--- src/rtl/spi_led_pkg.sv ---
// Shared constants and FSM state type for the SPI LED register slave.
package spi_led_pkg;

    localparam int unsigned DEFAULT_CMD_W  = 8;
    localparam int unsigned DEFAULT_DATA_W = 16;
    localparam int unsigned COUNT_W        = 5;

    localparam logic [DEFAULT_CMD_W-1:0] CMD_WRITE  = 8'h01;
    localparam logic [DEFAULT_CMD_W-1:0] CMD_READ   = 8'h02;
    localparam logic [DEFAULT_CMD_W-1:0] CMD_TOGGLE = 8'h03;

    typedef enum logic [1:0] {
        ST_IDLE,
        ST_CMD,
        ST_DATA,
        ST_SKIP
    } state_e;

endpackage

--- src/rtl/spi_pin_sync.sv ---
// Multi-stage synchronizer for one SPI pin with single-cycle rise/fall pulses.
module spi_pin_sync #(
    parameter int unsigned STAGES     = 2,
    parameter logic        IDLE_LEVEL = 1'b0
) (
    input  logic clk,
    input  logic rst,
    input  logic pin_i,
    output logic level_o,
    output logic rise_o,
    output logic fall_o
);

    logic [STAGES-1:0] sync_q;
    logic              prev_q;

    always_ff @(posedge clk) begin
        if (rst) begin
            sync_q <= {STAGES{IDLE_LEVEL}};
            prev_q <= IDLE_LEVEL;
        end else begin
            sync_q <= {sync_q[STAGES-2:0], pin_i};
            prev_q <= sync_q[STAGES-1];
        end
    end

    assign level_o = sync_q[STAGES-1];
    assign rise_o  = level_o & ~prev_q;
    assign fall_o  = ~level_o & prev_q;

endmodule

--- src/rtl/spi_led_regslave.sv ---
// SPI mode-0 slave holding the LED image; all logic runs on clk, SPI pins are oversampled.
module spi_led_regslave
    import spi_led_pkg::*;
#(
    parameter int unsigned       SYNC_STAGES = 2,
    parameter int unsigned       DATA_W      = DEFAULT_DATA_W,
    parameter int unsigned       CMD_W       = DEFAULT_CMD_W,
    parameter logic [DATA_W-1:0] RESET_VALUE = '0
) (
    input  logic              clk,
    input  logic              rst,
    input  logic              cfg_cs,
    input  logic              cfg_sck,
    input  logic              cfg_si,
    output logic              cfg_so,
    output logic [DATA_W-1:0] data16,
    output logic              wr_strobe,
    output logic              frame_err
);

    localparam logic [COUNT_W-1:0] CMD_LAST   = COUNT_W'(CMD_W - 1);
    localparam logic [COUNT_W-1:0] FRAME_LAST = COUNT_W'(CMD_W + DATA_W - 1);

    logic cs_level, cs_rise, cs_fall;
    logic sck_rise, sck_fall, sck_level_unused;
    logic si_level, si_rise_unused, si_fall_unused;

    spi_pin_sync #(.STAGES(SYNC_STAGES), .IDLE_LEVEL(1'b1)) u_sync_cs (
        .clk(clk), .rst(rst), .pin_i(cfg_cs),
        .level_o(cs_level), .rise_o(cs_rise), .fall_o(cs_fall)
    );

    spi_pin_sync #(.STAGES(SYNC_STAGES), .IDLE_LEVEL(1'b0)) u_sync_sck (
        .clk(clk), .rst(rst), .pin_i(cfg_sck),
        .level_o(sck_level_unused), .rise_o(sck_rise), .fall_o(sck_fall)
    );

    spi_pin_sync #(.STAGES(SYNC_STAGES), .IDLE_LEVEL(1'b0)) u_sync_si (
        .clk(clk), .rst(rst), .pin_i(cfg_si),
        .level_o(si_level), .rise_o(si_rise_unused), .fall_o(si_fall_unused)
    );

    state_e               state_q;
    logic [COUNT_W-1:0]   count_q;
    logic [CMD_W-1:0]     cmd_q;
    logic [DATA_W-1:0]    rx_q;
    logic [DATA_W-1:0]    tx_q;
    logic [DATA_W-1:0]    data16_q;
    logic                 so_q;
    logic                 wr_q;
    logic                 err_q;
    logic [SYNC_STAGES-1:0] settle_q;
    logic                 armed_q;

    logic [CMD_W-1:0]     cmd_d;
    logic [DATA_W-1:0]    rx_d;
    logic                 cmd_known;

    assign cmd_d     = {cmd_q[CMD_W-2:0], si_level};
    assign rx_d      = {rx_q[DATA_W-2:0], si_level};
    assign cmd_known = (cmd_d == CMD_W'(CMD_WRITE)) || (cmd_d == CMD_W'(CMD_READ))
                    || (cmd_d == CMD_W'(CMD_TOGGLE));

    // The synchronizers reset to cs=1, so a CS already low when rst drops would
    // look like a falling edge. Frames are only accepted once a real high CS has
    // propagated through the sync chain (settle_q tracks that latency).
    always_ff @(posedge clk) begin
        if (rst) begin
            state_q  <= ST_IDLE;
            count_q  <= '0;
            cmd_q    <= '0;
            rx_q     <= '0;
            tx_q     <= '0;
            data16_q <= RESET_VALUE;
            so_q     <= 1'b0;
            wr_q     <= 1'b0;
            err_q    <= 1'b0;
            settle_q <= '0;
            armed_q  <= 1'b0;
        end else begin
            wr_q     <= 1'b0;
            err_q    <= 1'b0;
            settle_q <= {settle_q[SYNC_STAGES-2:0], 1'b1};
            if (settle_q[SYNC_STAGES-1] && cs_level) begin
                armed_q <= 1'b1;
            end

            if (cs_rise) begin
                if ((state_q == ST_CMD && count_q != '0) || state_q == ST_DATA) begin
                    err_q <= 1'b1;
                end
                state_q <= ST_IDLE;
                count_q <= '0;
                so_q    <= 1'b0;
            end else if (cs_fall && armed_q) begin
                state_q <= ST_CMD;
                count_q <= '0;
                so_q    <= 1'b0;
            end else begin
                case (state_q)
                    ST_IDLE: so_q <= 1'b0;
                    ST_CMD: begin
                        so_q <= 1'b0;
                        if (sck_rise) begin
                            cmd_q   <= cmd_d;
                            count_q <= count_q + 1'b1;
                            if (count_q == CMD_LAST) begin
                                if (cmd_known) begin
                                    state_q <= ST_DATA;
                                    tx_q    <= (cmd_d == CMD_W'(CMD_READ)) ? data16_q : '0;
                                end else begin
                                    state_q <= ST_SKIP;
                                    err_q   <= 1'b1;
                                end
                            end
                        end
                    end
                    ST_DATA: begin
                        if (sck_rise) begin
                            rx_q    <= rx_d;
                            count_q <= count_q + 1'b1;
                            if (count_q == FRAME_LAST) begin
                                state_q <= ST_SKIP;
                                so_q    <= 1'b0;
                                if (cmd_q == CMD_W'(CMD_WRITE)) begin
                                    data16_q <= rx_d;
                                    wr_q     <= 1'b1;
                                end else if (cmd_q == CMD_W'(CMD_TOGGLE)) begin
                                    data16_q <= data16_q ^ rx_d;
                                    wr_q     <= 1'b1;
                                end
                            end
                        end else if (sck_fall) begin
                            so_q <= tx_q[DATA_W-1];
                            tx_q <= {tx_q[DATA_W-2:0], 1'b0};
                        end
                    end
                    ST_SKIP: so_q <= 1'b0;
                    default: begin
                        state_q <= ST_IDLE;
                        so_q    <= 1'b0;
                    end
                endcase
            end
        end
    end

    assign cfg_so    = so_q;
    assign data16    = data16_q;
    assign wr_strobe = wr_q;
    assign frame_err = err_q;

endmodule

--- config.mk ---
export PLATFORM = sky130hd
export DESIGN_NAME = spi_led_regslave
export DESIGN_NICKNAME = d
export VERILOG_FILES = /design/src/rtl/spi_led_pkg.sv /design/src/rtl/spi_pin_sync.sv /design/src/rtl/spi_led_regslave.sv
export SDC_FILE = /design/constraint.sdc
export NUM_CORES = 1
export LEC_CHECK = 0
export CAP_MARGIN = 10
export CORE_MARGIN = 5
export CORE_UTILIZATION = 26
export DETAILED_ROUTE_END_ITERATION = 12
export SLEW_MARGIN = 10
export SYNTH_ARGS = -nofsm -noshare
export SYNTH_HDL_FRONTEND = slang
export SYNTH_SLANG_ARGS = --single-unit
--- constraint.sdc ---
create_clock -name clk -period 4.9 [get_ports clk]
set_clock_uncertainty 0.1 [all_clocks]
set_input_delay 0.49 -clock clk [delete_from_list [all_inputs] [get_ports clk]]
set_output_delay 0.49 -clock clk [all_outputs]
set_load 0.005 [all_outputs]
==> metrics.cfg <==
[pwr]
seqPwrFrac_pct=38.8
p_leak_nw=1.30
peakVddDrop_v=0.000167
p_int_mw=1.27
fin_total_pwr_mw=1.78
p_clk_share_pct=40.7
combPwrFrac_pct=20.5
power.density_nw_per_um2=437
p_switching_uw=510
power.share.switching_pct=28.6

[sta]
final_max_slew_viol_count=0
slew_headroom_pct=32.6
setup_viol=0
max_freq_ghz=0.353
rsz0062_at_grt=no
final.setup.tns_ns=0
fin_ws_ns=2.07
hold_viol_final=0
layout_min_cycle_time_ns=2.83
tightest_slew_ns=1.01
final.period_utilization_pct=57.8

[synthesis]
synth_area_per_cell_um2=9.04
ys_warn_count=0
synth_edf_count=0
synth_fp_nets=391
synth_top_cell_by_area=dfxtp_1
synth.yosys.seq_area_share_pct=44.4
yosysUniqueCellTypes=38
synth_cells=379
syn_area_um2=3430
synth-async-reset-ratio_pct=0
yosys.area.top_type_share_pct=44.4
synth_top_cells_by_area=dfxtp_1, a21oi_1, nand4b_1
ys_ff_latch=76
synth_flop_cell=dfxtp_1

[die]
ios=24
core_um2=13100
initial_core_util_pct=26.2
rows=42
die_h_um=125
fp.dieW_um=125
die_area_um2=15600

[detailed_routing]
drt_iter0_drc=227
drt-total-wl_mm=7.78
antenna_left=0
drc_errors=0
wl_per_cell_um=13.7
vias=2754
vias_per_cell=4.85
drt_first_pass_iters=4

[run_status]
status=completed

[clock_network]
htreeDepth=3
cts_root_buf=clkbuf_16
ctsResizeCount=0
hold_buffers=0
cts.path.max_buffers=2
cts_made_buffers=9
post_cts_buffers=0
cts_tree=yes
clock_latency_ns=0.33
cts.sinks=76
clk_pin_slew_ns=0.06

[place]
dpl.hpwl_mm=4.87
place_congestion=0.794
place_ws_ns=2.10
dpl_cell_area_um2=3750
port_buffers=23

[setup_path]
critical_path.cell_chain=or4_4 > or4_4 > o21ai_4 > and2_1 > a211oi_1
critPathRequiredTime_ns=4.98
arrival_ns=2.91
cp_num_buf_inv=0
critPathMostFrequentCell=or4_4
crit_path_end_kind=register
cp_slowest_cell=and2_1
criticalPathCategory=reg2reg
cp_max_fo=17
cp-start-kind=register
critPathTopFamily=simple AND/OR/NAND/NOR gates
worst_path_largest_cell_delay_ns=0.59

[grt]
overflow=0
grt_usage_pct=10.4
grt_max_degree=69
grt_pass1_vias=2581
grt_pass1_wl_mm=13.2
grt_antenna_before_repair=0

[cells_and_area]
final.fill_count=1355
area_growth_pct=19.2
fin_util_pct=31.2
drive_gt1_share_pct=7.40
nNetsFinal=399
finalInstanceArea_um2=4080
diodes=0

[job]
drv_cap=0

[hold_path]
hp-class=reg2reg

-- cell type report --
class | instances | area (um2) | area share [%]
repair buffers | 27 | 255 | 6.25
well taps | 176 | 220 | 5.39
clock inverters | 3 | 68.8 | 1.69
clock buffers | 13 | 260 | 6.37
flip-flops and latches | 76 | 1520 | 37.3
multi-input cells | 265 | 1730 | 42.3
inverters | 8 | 30.0 | 0.736
-- per-stage QoR --
stage,hold slack [ns],cells
floorplan,0.289,379
global placement,0.298,552
detailed placement,0.295,552
CTS,0.309,568
global route,0.357,568
finish,0.308,568
-- synthesized netlist by cell type (2+ instances only) --
cell type  count
nor2b_1       23
ha_1           7
nand3b_1      18
buf_1          3
a22oi_1       16
mux2i_1        8
and3_1         2
o31ai_1       16
nor3_1         3
nand4_1        3
nand4b_1      17
buf_6          2
and2_1         2
clkbuf_1      21
or4_4          2
xor2_1         3
a211oi_1      14
inv_1          8
a21o_1         2
a31oi_1       17
or2_2          4
dfxtp_1       76
nand3_1        4
buf_2          3
a21oi_1       35
nor2_1        24
nand2_1       35
-- cells in the final DEF, fill, tap and decap left out, types with 17 or more instances in the layout --
cell,n
a21oi_1,35
a31oi_1,17
nand4b_1,17
nor2b_1,23
nand3b_1,18
dfxtp_1,76
nand2_1,35
nor2_1,24
clkdlybuf4s50_1,22
-- flip-flops by register name (all words and copies together), names as in the netlist --
| register | count |
|---|---|
| count_q | 5 |
| u_sync_sck.prev_q | 1 |
| data16 | 16 |
| tx_q | 16 |
| frame_err | 1 |
| rx_q | 15 |
| u_sync_cs.sync_q | 2 |
| cmd_q | 8 |
| u_sync_sck.sync_q | 2 |
| u_sync_cs.prev_q | 1 |
| settle_q | 2 |
| armed_q | 1 |
| u_sync_si.sync_q | 2 |
| wr_strobe | 1 |
| cfg_so | 1 |
| state_q | 2 |
-- cell families after synthesis --
group,share of synthesized area [%]
buf+inv,5.19
mux,2.34
simple gates,24.1
xor+xnor,1.02
compound gates,20.3
fa+ha+maj,2.56
flops,44.4
-- routing by layer --
metal / up-vias / GRT usage, % / share of wire (%)
met5: - / 0 / 0
met4: 0 / 6.32 / 2.7
met3: 14 / 1.84 / 2.6
met2: 38 / 16.7 / 49
met1: 1311 / 12.8 / 46
li1: 1391 / - / -
-- power groups by stage --
stage                     Clock (mW)  Combinational (mW)  Sequential (mW)
after floorplan                    0               0.359            0.698
after global placement             0               0.351            0.703
after detailed placement           0               0.365            0.704
after CTS                      0.744               0.366            0.691
after global routing           0.771               0.413            0.697
final                          0.726               0.366            0.691
-- worst paths after layout --
| check | from | end | slack (ns) | cells after the start |
|---|---|---|---|---|
| setup reg to reg | cmd_q[2]$_SDFFE_PP0P_ | tx_q[4]$_SDFFE_PP0P_ | 2.07 | 5 |
| setup / recovery | cmd_q[2]$_SDFFE_PP0P_ | tx_q[4]$_SDFFE_PP0P_ | 2.07 | 5 |
| hold reg to reg | u_sync_cs.sync_q[0]$_SDFF_PP1_ | u_sync_cs.sync_q[1]$_SDFF_PP1_ | 0.31 | 1 |
| hold / removal | u_sync_cs.sync_q[0]$_SDFF_PP1_ | u_sync_cs.sync_q[1]$_SDFF_PP1_ | 0.31 | 1 |
Power figures use the tool's default switching activity.
